==> src/rtl/cc_comparator_bank.sv <==
// rtl/cc_comparator_bank.sv - registered multi-channel threshold comparator with per-channel persistence qualification
module cc_comparator_bank #(
    parameter int NUMBER_DATAWIDTH    = 8,
    parameter int NUMBER_CHANNELS     = 4,
    parameter int NUMBER_SIGNED       = 0,
    parameter int NUMBER_PERSISTWIDTH = 4
) (
    input  logic                                        CC_COMPARATOR_BANK_CLOCK_50,
    input  logic                                        CC_COMPARATOR_BANK_RESET_InHigh,
    input  logic [NUMBER_CHANNELS*NUMBER_DATAWIDTH-1:0] CC_COMPARATOR_BANK_data_InBUS,
    input  logic [NUMBER_DATAWIDTH-1:0]                 CC_COMPARATOR_BANK_threshold_InBUS,
    input  logic [1:0]                                  CC_COMPARATOR_BANK_mode_InBUS,
    input  logic [NUMBER_PERSISTWIDTH-1:0]              CC_COMPARATOR_BANK_persist_InBUS,
    input  logic                                        CC_COMPARATOR_BANK_valid_In,
    output logic [NUMBER_CHANNELS-1:0]                  CC_COMPARATOR_BANK_result_OutBUS,
    output logic [NUMBER_CHANNELS-1:0]                  CC_COMPARATOR_BANK_fire_OutBUS,
    output logic                                        CC_COMPARATOR_BANK_valid_Out
);

    localparam int W  = NUMBER_DATAWIDTH;
    localparam int CH = NUMBER_CHANNELS;
    localparam int PW = NUMBER_PERSISTWIDTH;

    localparam logic [PW-1:0] CNT_MAX = '1;
    localparam logic [PW-1:0] CNT_ONE = PW'(1);
    // Flipping the MSB maps two's-complement ordering onto unsigned ordering,
    // so one unsigned comparator serves both signedness settings.
    localparam logic [W-1:0]  BIAS    = {NUMBER_SIGNED != 0, {(W-1){1'b0}}};

    logic [CH-1:0] hit;
    logic [CH-1:0] fire_next;
    logic [PW-1:0] cnt      [CH];
    logic [PW-1:0] cnt_inc  [CH];
    logic [PW-1:0] p_eff;
    logic [W-1:0]  t_key;
    logic [W-1:0]  d_key;

    always_comb begin
        hit       = '0;
        fire_next = '0;
        d_key     = '0;
        t_key     = CC_COMPARATOR_BANK_threshold_InBUS ^ BIAS;
        p_eff     = (CC_COMPARATOR_BANK_persist_InBUS == '0) ? CNT_ONE
                                                             : CC_COMPARATOR_BANK_persist_InBUS;
        for (int i = 0; i < CH; i++) begin
            d_key = CC_COMPARATOR_BANK_data_InBUS[i*W +: W] ^ BIAS;
            case (CC_COMPARATOR_BANK_mode_InBUS)
                2'b00:   hit[i] = (d_key <= t_key);
                2'b01:   hit[i] = (d_key <  t_key);
                2'b10:   hit[i] = (d_key >= t_key);
                default: hit[i] = (d_key == t_key);
            endcase
            cnt_inc[i]   = (cnt[i] == CNT_MAX) ? CNT_MAX : cnt[i] + CNT_ONE;
            fire_next[i] = hit[i] && (cnt_inc[i] >= p_eff);
        end
    end

    always_ff @(posedge CC_COMPARATOR_BANK_CLOCK_50) begin
        if (CC_COMPARATOR_BANK_RESET_InHigh) begin
            CC_COMPARATOR_BANK_result_OutBUS <= '0;
            CC_COMPARATOR_BANK_fire_OutBUS   <= '0;
            CC_COMPARATOR_BANK_valid_Out     <= 1'b0;
            for (int i = 0; i < CH; i++) begin
                cnt[i] <= '0;
            end
        end else begin
            CC_COMPARATOR_BANK_valid_Out <= CC_COMPARATOR_BANK_valid_In;
            if (CC_COMPARATOR_BANK_valid_In) begin
                CC_COMPARATOR_BANK_result_OutBUS <= hit;
                CC_COMPARATOR_BANK_fire_OutBUS   <= fire_next;
                for (int i = 0; i < CH; i++) begin
                    cnt[i] <= hit[i] ? cnt_inc[i] : '0;
                end
            end
        end
    end

endmodule

==> config.mk <==
export PLATFORM = sky130hd
export DESIGN_NAME = cc_comparator_bank
export DESIGN_NICKNAME = d
export VERILOG_FILES = /design/src/rtl/cc_comparator_bank.sv
export SDC_FILE = /design/constraint.sdc
export NUM_CORES = 1
export LEC_CHECK = 0
export ABC_AREA = 1
export ABC_CLOCK_PERIOD_IN_PS = 2700
export BUFFER_PORTS_ARGS = -buffer_cell sky130_fd_sc_hd__buf_2
export CAP_MARGIN = 20
export CORE_MARGIN = 10
export CORE_UTILIZATION = 50
export DETAILED_ROUTE_END_ITERATION = 7
export GPL_ROUTABILITY_DRIVEN = 0
export PLACE_DENSITY = 0.83
export RECOVER_POWER = 50
export REMOVE_ABC_BUFFERS = 1
export SLEW_MARGIN = 5
export SYNTH_ARGS = -nofsm -noshare
export SYNTH_HDL_FRONTEND = slang
export SYNTH_SLANG_ARGS = --single-unit
==> constraint.sdc <==
create_clock -name CC_COMPARATOR_BANK_CLOCK_50 -period 2.7 [get_ports CC_COMPARATOR_BANK_CLOCK_50]
set_clock_uncertainty 0.2 [all_clocks]
set_input_delay 0.27 -clock CC_COMPARATOR_BANK_CLOCK_50 [delete_from_list [all_inputs] [get_ports CC_COMPARATOR_BANK_CLOCK_50]]
set_output_delay 0.27 -clock CC_COMPARATOR_BANK_CLOCK_50 [all_outputs]
set_load 0.005 [all_outputs]
==> run summary, run 1 <==
The run finished with clean final reports. STA classifies the critical path endpoint as a flop. Hold is met by 0.136 ns.

The antenna violation net count after detailed routing was 0; the share of the cycle needed by the critical path after routing was 78.3%. By area the synthesized netlist is led by sky130_fd_sc_hd__ha_1, sky130_fd_sc_hd__edfxtp_1, sky130_fd_sc_hd__nand2_1. At the pin with the least slew margin, the transition time is 0.716 ns. In the routed design, unresolved DRC markers number 0. For the final max-slew violation count, the log shows 0.

The share of the core filled with cells is 60.3%. The share of synthesized area in the top cell type comes to 25.5%. Among all flip-flop cells after synthesis, the most frequent one is sky130_fd_sc_hd__edfxtp_1.

Clock-pin slew was measured on the worst setup and hold paths at 0.09 ns. Broken down by cell family, the worst path's largest delay share belongs to simple AND/OR/NAND/NOR gates. The largest total area in the synthesized netlist belongs to sky130_fd_sc_hd__ha_1. Once the clock tree was built, the resizer swapped 0 gates to a different size.

The tool flagged a number of max-cap violations equal to 0. The slowest stage of the critical path is the sky130_fd_sc_hd__edfxtp_1 cell. The final-report hold violation count came out at 0.

Once layout is done, the placed cells without fillers occupy 2910 um^2. Half-perimeter wire length of the detailed placement result: 4930 um. For this run, asynchronously set or reset flops after synthesis account for 0%. The Yosys step of the flow raised 0 warnings. Total I/O pin count: 58.

The signal on the critical path passes through ha_1 > inv_1 > nor2_1 > nor3_1 > inv_1 > ha_1 > o211ai_1 > nand3_1 > nand3_1 > nand2_1. The root buffer cell chosen for the clock tree is sky130_fd_sc_hd__clkbuf_8. The power per unit of standard cell area was 356 nW/um^2; the overall overflow remaining after global route was 0.

The critical path is of the flop to flop type. In this run, post-CTS hold repair placed 0 buffers. Entering global routing, the biggest net connects 17 pins.

The overall die width works out to 91.4 um. Across every metal layer, demand over resource in global routing totals 13.5%. Once the floorplan was initialized, standard cells occupied 52.9% of the core. Summing every instance area after synthesis gives 2550 um^2. The data required time at the worst endpoint was 2.68 ns.

Setup violations remaining at the end of the flow were counted as 0. The worst-skew pair later-pin latency came out at 0.27 ns. Worst-case setup margin in the final layout: 0.586 ns. Counting distinct cell types in the post-synthesis netlist gives 24. In the final timing run, aggregate negative setup slack is 0 ns. The die is 91.4 um tall. The total placed instance area is 2920 um^2, and the total number of placement rows is 25. STA classifies the critical path startpoint as a flop. At the end of the flow, the number of nets in the layout was 501. Synthesized flop and latch total: 25. In this run the worst path has a maximum fanout of 3. In the post-synthesis netlist, the cell with the most instances is sky130_fd_sc_hd__nand2_1. In this run the standard cell core region covers 4820 um^2.

The count of flip-flops with a built-in enable after synthesis was 16. Setup repair after global routing left no endpoint under its margin. The count of buffers added on input and output ports is 57. TritonCTS built the clock tree.

Via count of the first global-routing pass: 2269. The routed design could run at a clock period as short as 2.11 ns. The cell count after synthesis came out at 338.

Compared with the post-synthesis result, the final layout area differs by 14.0%. The worst hold path belongs to the class input port to flop. VDD sags by at most 0.000258 V.

The number of buffers and inverters on the critical path came out at 2. After detailed routing, the number of vias per cell comes to 4.83. The logs give 458 for the fill cell instance count of the final layout and 2252 for the routed via count.

The number of diodes added for antenna fixing is 0, and the number of antenna violations at the first check in global routing is 0. For this run, the top clock speed supported by timing is 473 MHz. The average wire length per cell after detail routing came out at 12.2 um. The tools report the sequential area share after synthesis as 25.9%. The first global-routing pass estimated 9710 um of wire. The number of optimization iterations in the first detailed-route pass is 5, and the leakage component of the power is 1.68 nW.

The commonest cells after synthesis are sky130_fd_sc_hd__nand2_1, sky130_fd_sc_hd__inv_1, sky130_fd_sc_hd__ha_1, sky130_fd_sc_hd__nor2_1, sky130_fd_sc_hd__nand3_1. In this run the deepest clock path goes through 2 buffers. The worst-case setup slack after placement came out at 0.627 ns. The H-tree level count came out at 1. The number of CTS-inserted buffers was 3; the relative slew slack was 52.1%. The logs give 95 for the first-iteration detailed-routing DRC count and 8350 um^2 for the area of the die. The logs give 0 for the post-CTS setup buffer count and 2.09 ns for the worst endpoint data arrival time. Of the cells placed in the final design, the portion with a size suffix greater than 1 is 20.6%.

The overall routed net length is 5690 um, and the mean instance size in the synthesized netlist is 7.54 um^2. Counting every sink on the clock net gives 25. The largest incremental delay on the critical path is 0.42 ns.
[final timing paths]
kind,startpoint,to,slack (ns),cells after the start
worst max-delay path,cnt[3][0],CC_COMPARATOR_BANK_fire_OutBUS[3],0.59,10
worst min-delay path,CC_COMPARATOR_BANK_RESET_InHigh,CC_COMPARATOR_BANK_valid_Out,0.14,2
worst max register to register,cnt[3][0],CC_COMPARATOR_BANK_fire_OutBUS[3],0.59,10
worst min register to register,CC_COMPARATOR_BANK_result_OutBUS[1],CC_COMPARATOR_BANK_result_OutBUS[1],0.26,2
[cells by family (layout without fill, tap and decap cells)]
family          Yosys count  in the layout  share of synthesized area [%]
simple gates            168            168                           32.6
fa+ha+maj                52             52                           25.5
buf+inv                  69            130                           10.2
flops                    25             25                           25.9
compound gates           24             24                           5.74
[cell type report]
type / count / area [um^2] / share of cell area, %
clock buffers: 3 / 41.3 / 1.42
clock inverters: 1 / 6.26 / 0.215
inverters: 69 / 259 / 8.91
multi-input cells: 244 / 1580 / 54.5
flip-flops and latches: 25 / 661 / 22.7
well taps: 67 / 83.8 / 2.88
repair buffers: 57 / 273 / 9.38
[worst reg2reg max path: stages (launching register included)]
cell and delay [ns]:
sky130_fd_sc_hd__edfxtp_1 0.42, sky130_fd_sc_hd__ha_1 0.23, sky130_fd_sc_hd__inv_1 0.09, sky130_fd_sc_hd__nor2_1 0.04, sky130_fd_sc_hd__nor3_1 0.32, sky130_fd_sc_hd__inv_1 0.08
sky130_fd_sc_hd__ha_1 0.31, sky130_fd_sc_hd__o211ai_1 0.10, sky130_fd_sc_hd__nand3_1 0.09, sky130_fd_sc_hd__nand3_1 0.09, sky130_fd_sc_hd__nand2_1 0.05
[state kept, by name (all words and copies together) (netlist names)]
register and count:
CC_COMPARATOR_BANK_fire_OutBUS 4, CC_COMPARATOR_BANK_result_OutBUS 4, cnt 16, CC_COMPARATOR_BANK_valid_Out 1
[per-stage QoR]
stage | cells | power [mW]
after detailed placement | 462 | 0.827
after CTS | 466 | 1.05
after floorplan | 338 | 0.712
final | 466 | 1.03
after global routing | 466 | 1.12
after global placement | 462 | 0.807
[cell usage in the layout, fill, tap and decap left out, drive strengths merged, types with 2 or more instances in the layout]
| cell | n |
|---|---|
| inv | 70 |
| nand2 | 86 |
| o211ai | 4 |
| a21o | 3 |
| nand4 | 5 |
| dfxtp | 9 |
| nor2 | 47 |
| nand3 | 23 |
| edfxtp | 16 |
| nor3 | 6 |
| a21oi | 13 |
| ha | 52 |
| o21a | 2 |
| buf | 47 |
| clkbuf | 13 |
[per-layer routing]
metal / track usage [%] / routed length (um)
met1: 15.8 / 2560
met2: 24.1 / 2860
met3: 2.22 / 225
met4: 4.31 / 42
met5: 0 / 0
[power by group]
part | total (mW) | internal [mW] | leakage, nW | switching, mW
Clock | 0.229 | 0.105 | 0.0260 | 0.123
Sequential | 0.452 | 0.434 | 0.251 | 0.0179
Combinational | 0.353 | 0.144 | 1.40 | 0.210
Total | 1.03 | 0.683 | 1.68 | 0.351
Power figures use the tool's default switching activity.
==> run 2: changes to the inputs <==
--- a/config.mk
+++ b/config.mk
@@ -6,14 +6,14 @@
 export NUM_CORES = 1
 export LEC_CHECK = 0
 export ABC_AREA = 1
-export ABC_CLOCK_PERIOD_IN_PS = 2700
+export ABC_CLOCK_PERIOD_IN_PS = 1700
 export BUFFER_PORTS_ARGS = -buffer_cell sky130_fd_sc_hd__buf_2
 export CAP_MARGIN = 20
 export CORE_MARGIN = 10
 export CORE_UTILIZATION = 50
 export DETAILED_ROUTE_END_ITERATION = 7
 export GPL_ROUTABILITY_DRIVEN = 0
-export PLACE_DENSITY = 0.83
+export PLACE_DENSITY = 0.86
 export RECOVER_POWER = 50
 export REMOVE_ABC_BUFFERS = 1
 export SLEW_MARGIN = 5
==> constraint.sdc (replaced) <==
create_clock -name CC_COMPARATOR_BANK_CLOCK_50 -period 1.7 [get_ports CC_COMPARATOR_BANK_CLOCK_50]
set_clock_uncertainty 0.2 [all_clocks]
set_input_delay 0.17 -clock CC_COMPARATOR_BANK_CLOCK_50 [delete_from_list [all_inputs] [get_ports CC_COMPARATOR_BANK_CLOCK_50]]
set_output_delay 0.17 -clock CC_COMPARATOR_BANK_CLOCK_50 [all_outputs]
set_load 0.005 [all_outputs]
==> run summary, run 2 (synthesized netlist as in run 1, its figures left out) <==
The worst endpoint data arrival time is 2.10 ns (about the same), and the overall die width is 91.4 um (unchanged). Setup repair after global routing could not meet its margin everywhere. Leading cell type in the layout, fill and taps excluded: sky130_fd_sc_hd__nand2_1.

The fraction of layout cells with a size suffix above 1 is 43.3% (+23 points). The maximum number of pins on one net before global-route repair is 17 (unchanged). The largest incremental delay on the critical path was 0.41 ns (about the same). Register ranked first by flip-flop count: cnt. The number of port buffers is 57 (unchanged), and the antenna violation net count after detailed routing is 0 (unchanged).

The total global-route track usage was 17.5% (+4.1 points). The number of buffers and inverters on the critical path works out to 2 (unchanged). Maximum buffer depth of the clock tree: 2 (unchanged). The average vias per placed instance is 5.24 (+8.5%).

The cell family contributing the most delay on the critical path is simple AND/OR/NAND/NOR gates. Upper clock frequency limit: 469 MHz (-0.88%). The transition time at the pin with the least slew margin is 0.266 ns (-0.449 ns), and the overall power of the completed layout is 2.03 mW (+96%). The number of optimization iterations in the first detailed-route pass came out at 4 (-1).

The top cell types in the final layout, fill and taps aside, are sky130_fd_sc_hd__nand2_1, sky130_fd_sc_hd__buf_2, sky130_fd_sc_hd__inv_1, sky130_fd_sc_hd__buf_4, sky130_fd_sc_hd__ha_1. The via count of the first global-routing pass was 2888 (+27%); the total number of placement rows was 25 (unchanged). Area growth from synthesis to layout: 43.0%. The effective utilization at floorplan came out at 52.9% (unchanged). The number of flip-flops in the largest register is 16 (unchanged).

The power per unit of standard cell area is 556 nW/um^2 (+56%), and the worst supply voltage drop on vdd is 0.000427 V (+65%). For the final max-slew violation count, the log shows 0 (unchanged). The run gives 58 (unchanged) as the total I/O pin count.

The largest registers in the layout are cnt x16, CC_COMPARATOR_BANK_fire_OutBUS x4, CC_COMPARATOR_BANK_result_OutBUS x4. The critical path endpoint category was a flop. Worst-skew pair later-pin latency: 0.28 ns (about the same). For the post-route non-filler standard cell count, the log shows 515 (+11%). In this run the worst setup path terminates at CC_COMPARATOR_BANK_fire_OutBUS[2]. First-iteration detailed-routing DRC count: 228 (+140%). The final reports fail on setup timing. The worst register-to-register path ends at CC_COMPARATOR_BANK_fire_OutBUS[2]. The half-perimeter wire length of the detailed placement result was 5360 um (+8.6%). The buffer cell driving the clock tree root is sky130_fd_sc_hd__clkbuf_8.

For the final-stage net count, the log shows 550 (+9.8%). The run gives 8350 um^2 (unchanged) as the area of the die. Final critical-path required period: 2.13 ns (+0.0187 ns). The run gives -0.354 ns (-0.981 ns) as the worst-case setup slack after placement. The CTS clock-pin slew for the worst setup and hold paths works out to 0.11 ns (+0.02 ns). The share of the cycle needed by the critical path after routing works out to 125% (+47 points). Number of antenna violations at the first check in global routing: 0 (unchanged).

For the worst hold slack after final layout, the log shows 0.0582 ns (-0.0782 ns). The number of placed instances with taps included was 498 (+7.8%). The critical path in this run is classified as flop to flop. The logs give 0 (unchanged) for the number of diodes added for antenna fixing and -0.43 ns (-1.02 ns) for the setup slack of the worst register-to-register path. Final-report hold violation count: 0 (unchanged). The logs give 1 (unchanged) for the H-tree level count and -0.433 ns (-1.02 ns) for the worst-case setup margin in the final layout.

The signal on the critical path passes through ha_2 > inv_2 > nor2_2 > nor3_2 > inv_2 > ha_4 > a21oi_1 > nand3_1 > nand3_1 > nand2_1. The overall overflow remaining after global route was 0 (unchanged); the maximum fanout along the worst path was 2 (-1). The logs give 9 (+9) for the number of endpoints failing setup at the final stage and 82.1% (+30 points) for the relative slew slack.

Launch point of the worst path: cnt[2][0]. TritonCTS built the clock tree. The run finished, with violations left.

The overall routed net length was 8300 um (+46%). The slowest stage of the critical path belongs to the cell sky130_fd_sc_hd__edfxtp_1. The beginning of the worst register-to-register path was cnt[2][0]. The total number of clock tree sinks was 25 (unchanged); the DRC violation count after routing was 0 (unchanged).

The cell depth of the worst setup path came out at 10 (unchanged). STA classifies the critical path startpoint as a flop. Number of cells traversed by the worst register-to-register path: 10 (unchanged). The core area came out at 4820 um^2 (unchanged). For the data required time at the worst endpoint, the log shows 1.66 ns (-1.02 ns). The share of the core filled with cells came out at 75.6% (+15 points).

For the number of CTS-inserted buffers, the log shows 3 (unchanged). Routed via count: 2701 (+20%). The reported max-cap violation count was 0 (unchanged); the chip height was 91.4 um (unchanged). The min-delay analysis places its worst path in the category input port to flop.

For the wire length of the first global-routing pass, the log shows 12500 um (+29%). The leakage component of the power came out at 2.01 nW (+20%). The average wire length per cell after detail routing was 16.1 um (+32%).
[run 2: changes by cell type in the layout (fill, tap and decap cells not counted), moves of 4 or more]
cell / change
sky130_fd_sc_hd__ha_1: -16
sky130_fd_sc_hd__clkbuf_1: -6
sky130_fd_sc_hd__nand2_1: -11
sky130_fd_sc_hd__nor3_4: +5
sky130_fd_sc_hd__buf_4: +45
sky130_fd_sc_hd__buf_2: +6
sky130_fd_sc_hd__nor2_1: -6
sky130_fd_sc_hd__nor2_2: +4
sky130_fd_sc_hd__inv_1: -16
sky130_fd_sc_hd__ha_4: +13
sky130_fd_sc_hd__inv_2: +14
sky130_fd_sc_hd__nand3_1: -4
sky130_fd_sc_hd__nand2_4: +6
sky130_fd_sc_hd__nand2_2: +5
[run 2: metal layers]
layer	share of wire (%)	routed length, um	global-route usage, %
met5	0	0	0
met4	4.0	331	7.96
met3	5.7	471	2.72
met2	52	4270	33.0
met1	39	3220	18.6
[run 2: worst min path at each step]
stage | depth (start not counted) | slack [ns] | startpoint | endpoint
final | 3 | 0.06 | CC_COMPARATOR_BANK_valid_In | CC_COMPARATOR_BANK_valid_Out
after global routing | 3 | 0.09 | CC_COMPARATOR_BANK_valid_In | CC_COMPARATOR_BANK_valid_Out
after CTS | 3 | 0.07 | CC_COMPARATOR_BANK_valid_In | CC_COMPARATOR_BANK_valid_Out
after detailed placement | 2 | 0.24 | CC_COMPARATOR_BANK_result_OutBUS[3] | CC_COMPARATOR_BANK_result_OutBUS[3]
after global placement | 2 | 0.24 | CC_COMPARATOR_BANK_result_OutBUS[2] | CC_COMPARATOR_BANK_result_OutBUS[2]
after floorplan | 1 | 0.08 | CC_COMPARATOR_BANK_RESET_InHigh | CC_COMPARATOR_BANK_valid_Out
[run 2: cell type report]
class | count | area (um^2)
inverters | 69 | 264
clock buffers | 3 | 41.3
multi-input cells | 244 | 1930
flip-flops and latches | 25 | 661
repair buffers | 106 | 662
well taps | 67 | 83.8
clock inverters | 1 | 6.26
fillers | 335 | 1170
[run 2: report_power, final]
part           switching [mW]  total [mW]  leakage, nW  internal (mW)
Clock                   0.221       0.390       0.0260          0.168
Combinational           0.491       0.916         1.73          0.425
Sequential             0.0306       0.720        0.251          0.689
Total                   0.743        2.03         2.01           1.28
[run 2: metrics by stage]
stage	setup TNS, ns	cell area (um^2)
after floorplan	-0.797	2550
after global placement	-2.60	3190
after detailed placement	-3.46	3190
after CTS	-1.32	3520
after global routing	-2.15	3640
final	-1.46	3640
[run 2: timing repair]
action,in CTS,in global routing
hold buffers,1,0
setup endpoints to repair,4,9
gates cloned,0,0
endpoints found under the hold margin,1,0
gates resized for setup,39,29
pin swaps,26,29
setup buffers,11,6
[run 2: worst reg2reg max path, delay by kind of cell, from the launching register on]
family          cells  cell delay, ns
flops               1            0.41
buf+inv             2            0.18
simple gates        5            0.63
fa+ha+maj           2            0.39
compound gates      1            0.20
==> run 3: changes to the inputs <==
--- a/config.mk
+++ b/config.mk
@@ -8,9 +8,10 @@
 export ABC_AREA = 1
 export ABC_CLOCK_PERIOD_IN_PS = 1700
 export BUFFER_PORTS_ARGS = -buffer_cell sky130_fd_sc_hd__buf_2
-export CAP_MARGIN = 20
+export CELL_PAD_IN_SITES_DETAIL_PLACEMENT = 1
+export CELL_PAD_IN_SITES_GLOBAL_PLACEMENT = 1
 export CORE_MARGIN = 10
-export CORE_UTILIZATION = 50
+export CORE_UTILIZATION = 36
 export DETAILED_ROUTE_END_ITERATION = 7
 export GPL_ROUTABILITY_DRIVEN = 0
 export PLACE_DENSITY = 0.86
==> run summary, run 3 (synthesized netlist as in run 1, its figures left out) <==
For the maximum number of pins on one net before global-route repair, the log shows 17 (unchanged). The number of port buffers works out to 57 (unchanged). The min-delay analysis places its worst path in the category input port to flop. The logs give 16.0% (-1.5 points) for the total global-route track usage and 3250 um^2 (+1.8%) for the total placed instance area.

For the data required time at the worst endpoint, the log shows 1.68 ns (+0.02 ns). The final reports fail on setup timing. The number of optimization iterations in the first detailed-route pass was 4 (unchanged); the reported max-cap violation count was 0 (unchanged). The share of the core filled with cells is 54.5% (-21 points), and the overall power of the completed layout is 2.07 mW (+2.3%).

Setup repair after global routing could not meet its margin everywhere. The run gives 5 (-4) as the number of endpoints failing setup at the final stage. The tools report the startpoint type of the worst setup path as a flop. The tools report the critical path endpoint category as a flop. H-tree level count: 1 (unchanged). TritonCTS built the clock tree. The logs give 0.29 ns (about the same) for the worst-skew pair later-pin latency and 0 (unchanged) for the overall overflow remaining after global route. The leakage component of the power was 2.01 nW (about the same).

The CTS clock-pin slew for the worst setup and hold paths is 0.10 ns (about the same). Area of all placed cells without fillers: 3720 um^2 (+2.2%). The library cell used most frequently in the layout, excluding fill and tap cells, is sky130_fd_sc_hd__nand2_1. Share of the cycle needed by the critical path after routing: 124% (-1.7 points). The overall routed net length is 9370 um (+13%). The total I/O pin count was 58 (unchanged); the number of diodes added for antenna fixing was 0 (unchanged).

The tools report the core area as 6830 um^2 (+42%). The worst hold path cell count works out to 3 (unchanged). The tools report the total number of placement rows as 30 (+20%).

The area growth from synthesis to layout came out at 46.0%. For the relative slew slack, the log shows 71.5% (-11 points). For the final-stage net count, the log shows 552 (+0.36%). The worst-case setup margin in the final layout was -0.404 ns (+0.0290 ns). The final critical-path required period is 2.10 ns (-0.0290 ns), and the power per unit of standard cell area is 556 nW/um^2 (about the same). The run gives 875 (+160%) as the fill cell instance count of the final layout. The final max-slew violation count came out at 0 (unchanged). The routed via count is 2715 (+0.52%).

The tools report the upper clock frequency limit as 475 MHz (+1.4%). The largest registers in the layout are cnt x16, CC_COMPARATOR_BANK_fire_OutBUS x4, CC_COMPARATOR_BANK_result_OutBUS x4. The average wire length per cell after detail routing is 17.2 um (+6.6%). Counting flops per register, the top entry is cnt. In the layout the commonest cells are sky130_fd_sc_hd__nand2_1, sky130_fd_sc_hd__inv_1, sky130_fd_sc_hd__buf_2, sky130_fd_sc_hd__buf_4, sky130_fd_sc_hd__ha_1.

Overall die width: 104 um (+14%). The flow ran to the end, but the final reports show violations. The maximum fanout along the worst path works out to 3 (+1). The average vias per placed instance was 4.97 (-5.2%).

Transition time at the pin with the least slew margin: 0.427 ns (+0.160 ns). The wire length of the first global-routing pass is 14500 um (+16%), and the number of antenna violations at the first check in global routing is 0 (unchanged). The fraction of layout cells with a size suffix above 1 is 43.6% (+0.25 points). Number of CTS-inserted buffers: 3 (unchanged).

The logs give 25 (unchanged) for the total number of clock tree sinks and 2.09 ns (about the same) for the worst endpoint data arrival time. The effective utilization at floorplan was 37.3% (-16 points). The number of cells traversed by the worst register-to-register path was 12 (+2); the worst supply voltage drop on vdd was 0.000318 V (-26%). The antenna violation net count after detailed routing was 0 (unchanged).

The DRC violation count after routing was 0 (unchanged). The tools report the buffer cell driving the clock tree root as sky130_fd_sc_hd__clkbuf_8. Number of flip-flops in the largest register: 16 (unchanged). The maximum buffer depth of the clock tree was 2 (unchanged).

The first-iteration detailed-routing DRC count is 68 (-70%). The logs give 10800 um^2 (+30%) for the area of the die and 3022 (+4.6%) for the via count of the first global-routing pass. The tools report the sum of negative setup slack as -1.23 ns (+0.235 ns). The chip height came out at 104 um (+14%). For the final-report hold violation count, the log shows 0 (unchanged). The worst setup path is of the flop to flop kind. The run gives 6630 um (+24%) as the half-perimeter wire length of the detailed placement result.
-- run 3: cell type report --
| cell class | instances | area (um^2) | area share (%) |
|---|---|---|---|
| Timing Repair Buffer | 108 | 672 | 18.1 |
| Inverter | 69 | 262 | 7.03 |
| Multi-Input combinational cell | 244 | 1960 | 52.7 |
| Sequential cell | 25 | 661 | 17.7 |
| Clock buffer | 4 | 45.0 | 1.21 |
| Tap cell | 96 | 120 | 3.23 |
-- run 3: critical path, cell delays in order, from the launching register on --
cell,delay [ns]
sky130_fd_sc_hd__edfxtp_1,0.37
sky130_fd_sc_hd__ha_2,0.20
sky130_fd_sc_hd__inv_2,0.05
sky130_fd_sc_hd__nor3_4,0.17
sky130_fd_sc_hd__inv_2,0.07
sky130_fd_sc_hd__nand2_2,0.10
sky130_fd_sc_hd__ha_4,0.22
sky130_fd_sc_hd__inv_2,0.06
sky130_fd_sc_hd__nor2_1,0.04
sky130_fd_sc_hd__o211ai_1,0.24
sky130_fd_sc_hd__nand3_2,0.13
sky130_fd_sc_hd__nand3_2,0.08
sky130_fd_sc_hd__nand2_1,0.07
-- run 3: per-layer routing --
layer | vias to the layer above | global-route usage [%] | share of wire, % | routed length [um]
li1 | 1320 | - | - | -
met5 | - | 0 | 0 | 0
met3 | 20 | 2.23 | 2.5 | 239
met2 | 68 | 31.5 | 55 | 5170
met1 | 1307 | 17.1 | 39 | 3670
met4 | 0 | 4.37 | 3.1 | 293
-- run 3: power breakdown --
group | total (mW) | internal [mW] | switching (mW)
logic | 0.944 | 0.437 | 0.506
registers | 0.723 | 0.690 | 0.0338
clock network | 0.404 | 0.169 | 0.235
total | 2.07 | 1.30 | 0.775
-- run 3: through the flow --
step                setup slack [ns]  hold slack, ns  instances
finish                        -0.404          0.0603        546
global route                  -0.509          0.0807        546
CTS                           -0.277          0.0674        544
detailed placement            -0.360           0.238        530
global placement              -0.242           0.233        530
floorplan                     -0.228          0.0771        338
-- run 3: final timing paths --
| check | startpoint | endpoint | slack (ns) |
|---|---|---|---|
| hold reg to reg | CC_COMPARATOR_BANK_result_OutBUS[2] | CC_COMPARATOR_BANK_result_OutBUS[2] | 0.26 |
| setup reg to reg | cnt[3][0] | CC_COMPARATOR_BANK_fire_OutBUS[3] | -0.40 |
| hold / removal | CC_COMPARATOR_BANK_valid_In | CC_COMPARATOR_BANK_valid_Out | 0.06 |
| setup / recovery | cnt[3][0] | CC_COMPARATOR_BANK_fire_OutBUS[3] | -0.40 |
-- run 3: what timing repair did --
item,4_1_cts,5_1_grt
pin swaps,17,31
buffers inserted,9,3
hold buffers,1,0
endpoints found under the hold margin,1,0
gates resized for setup,45,30
endpoints found under the setup margin,4,18
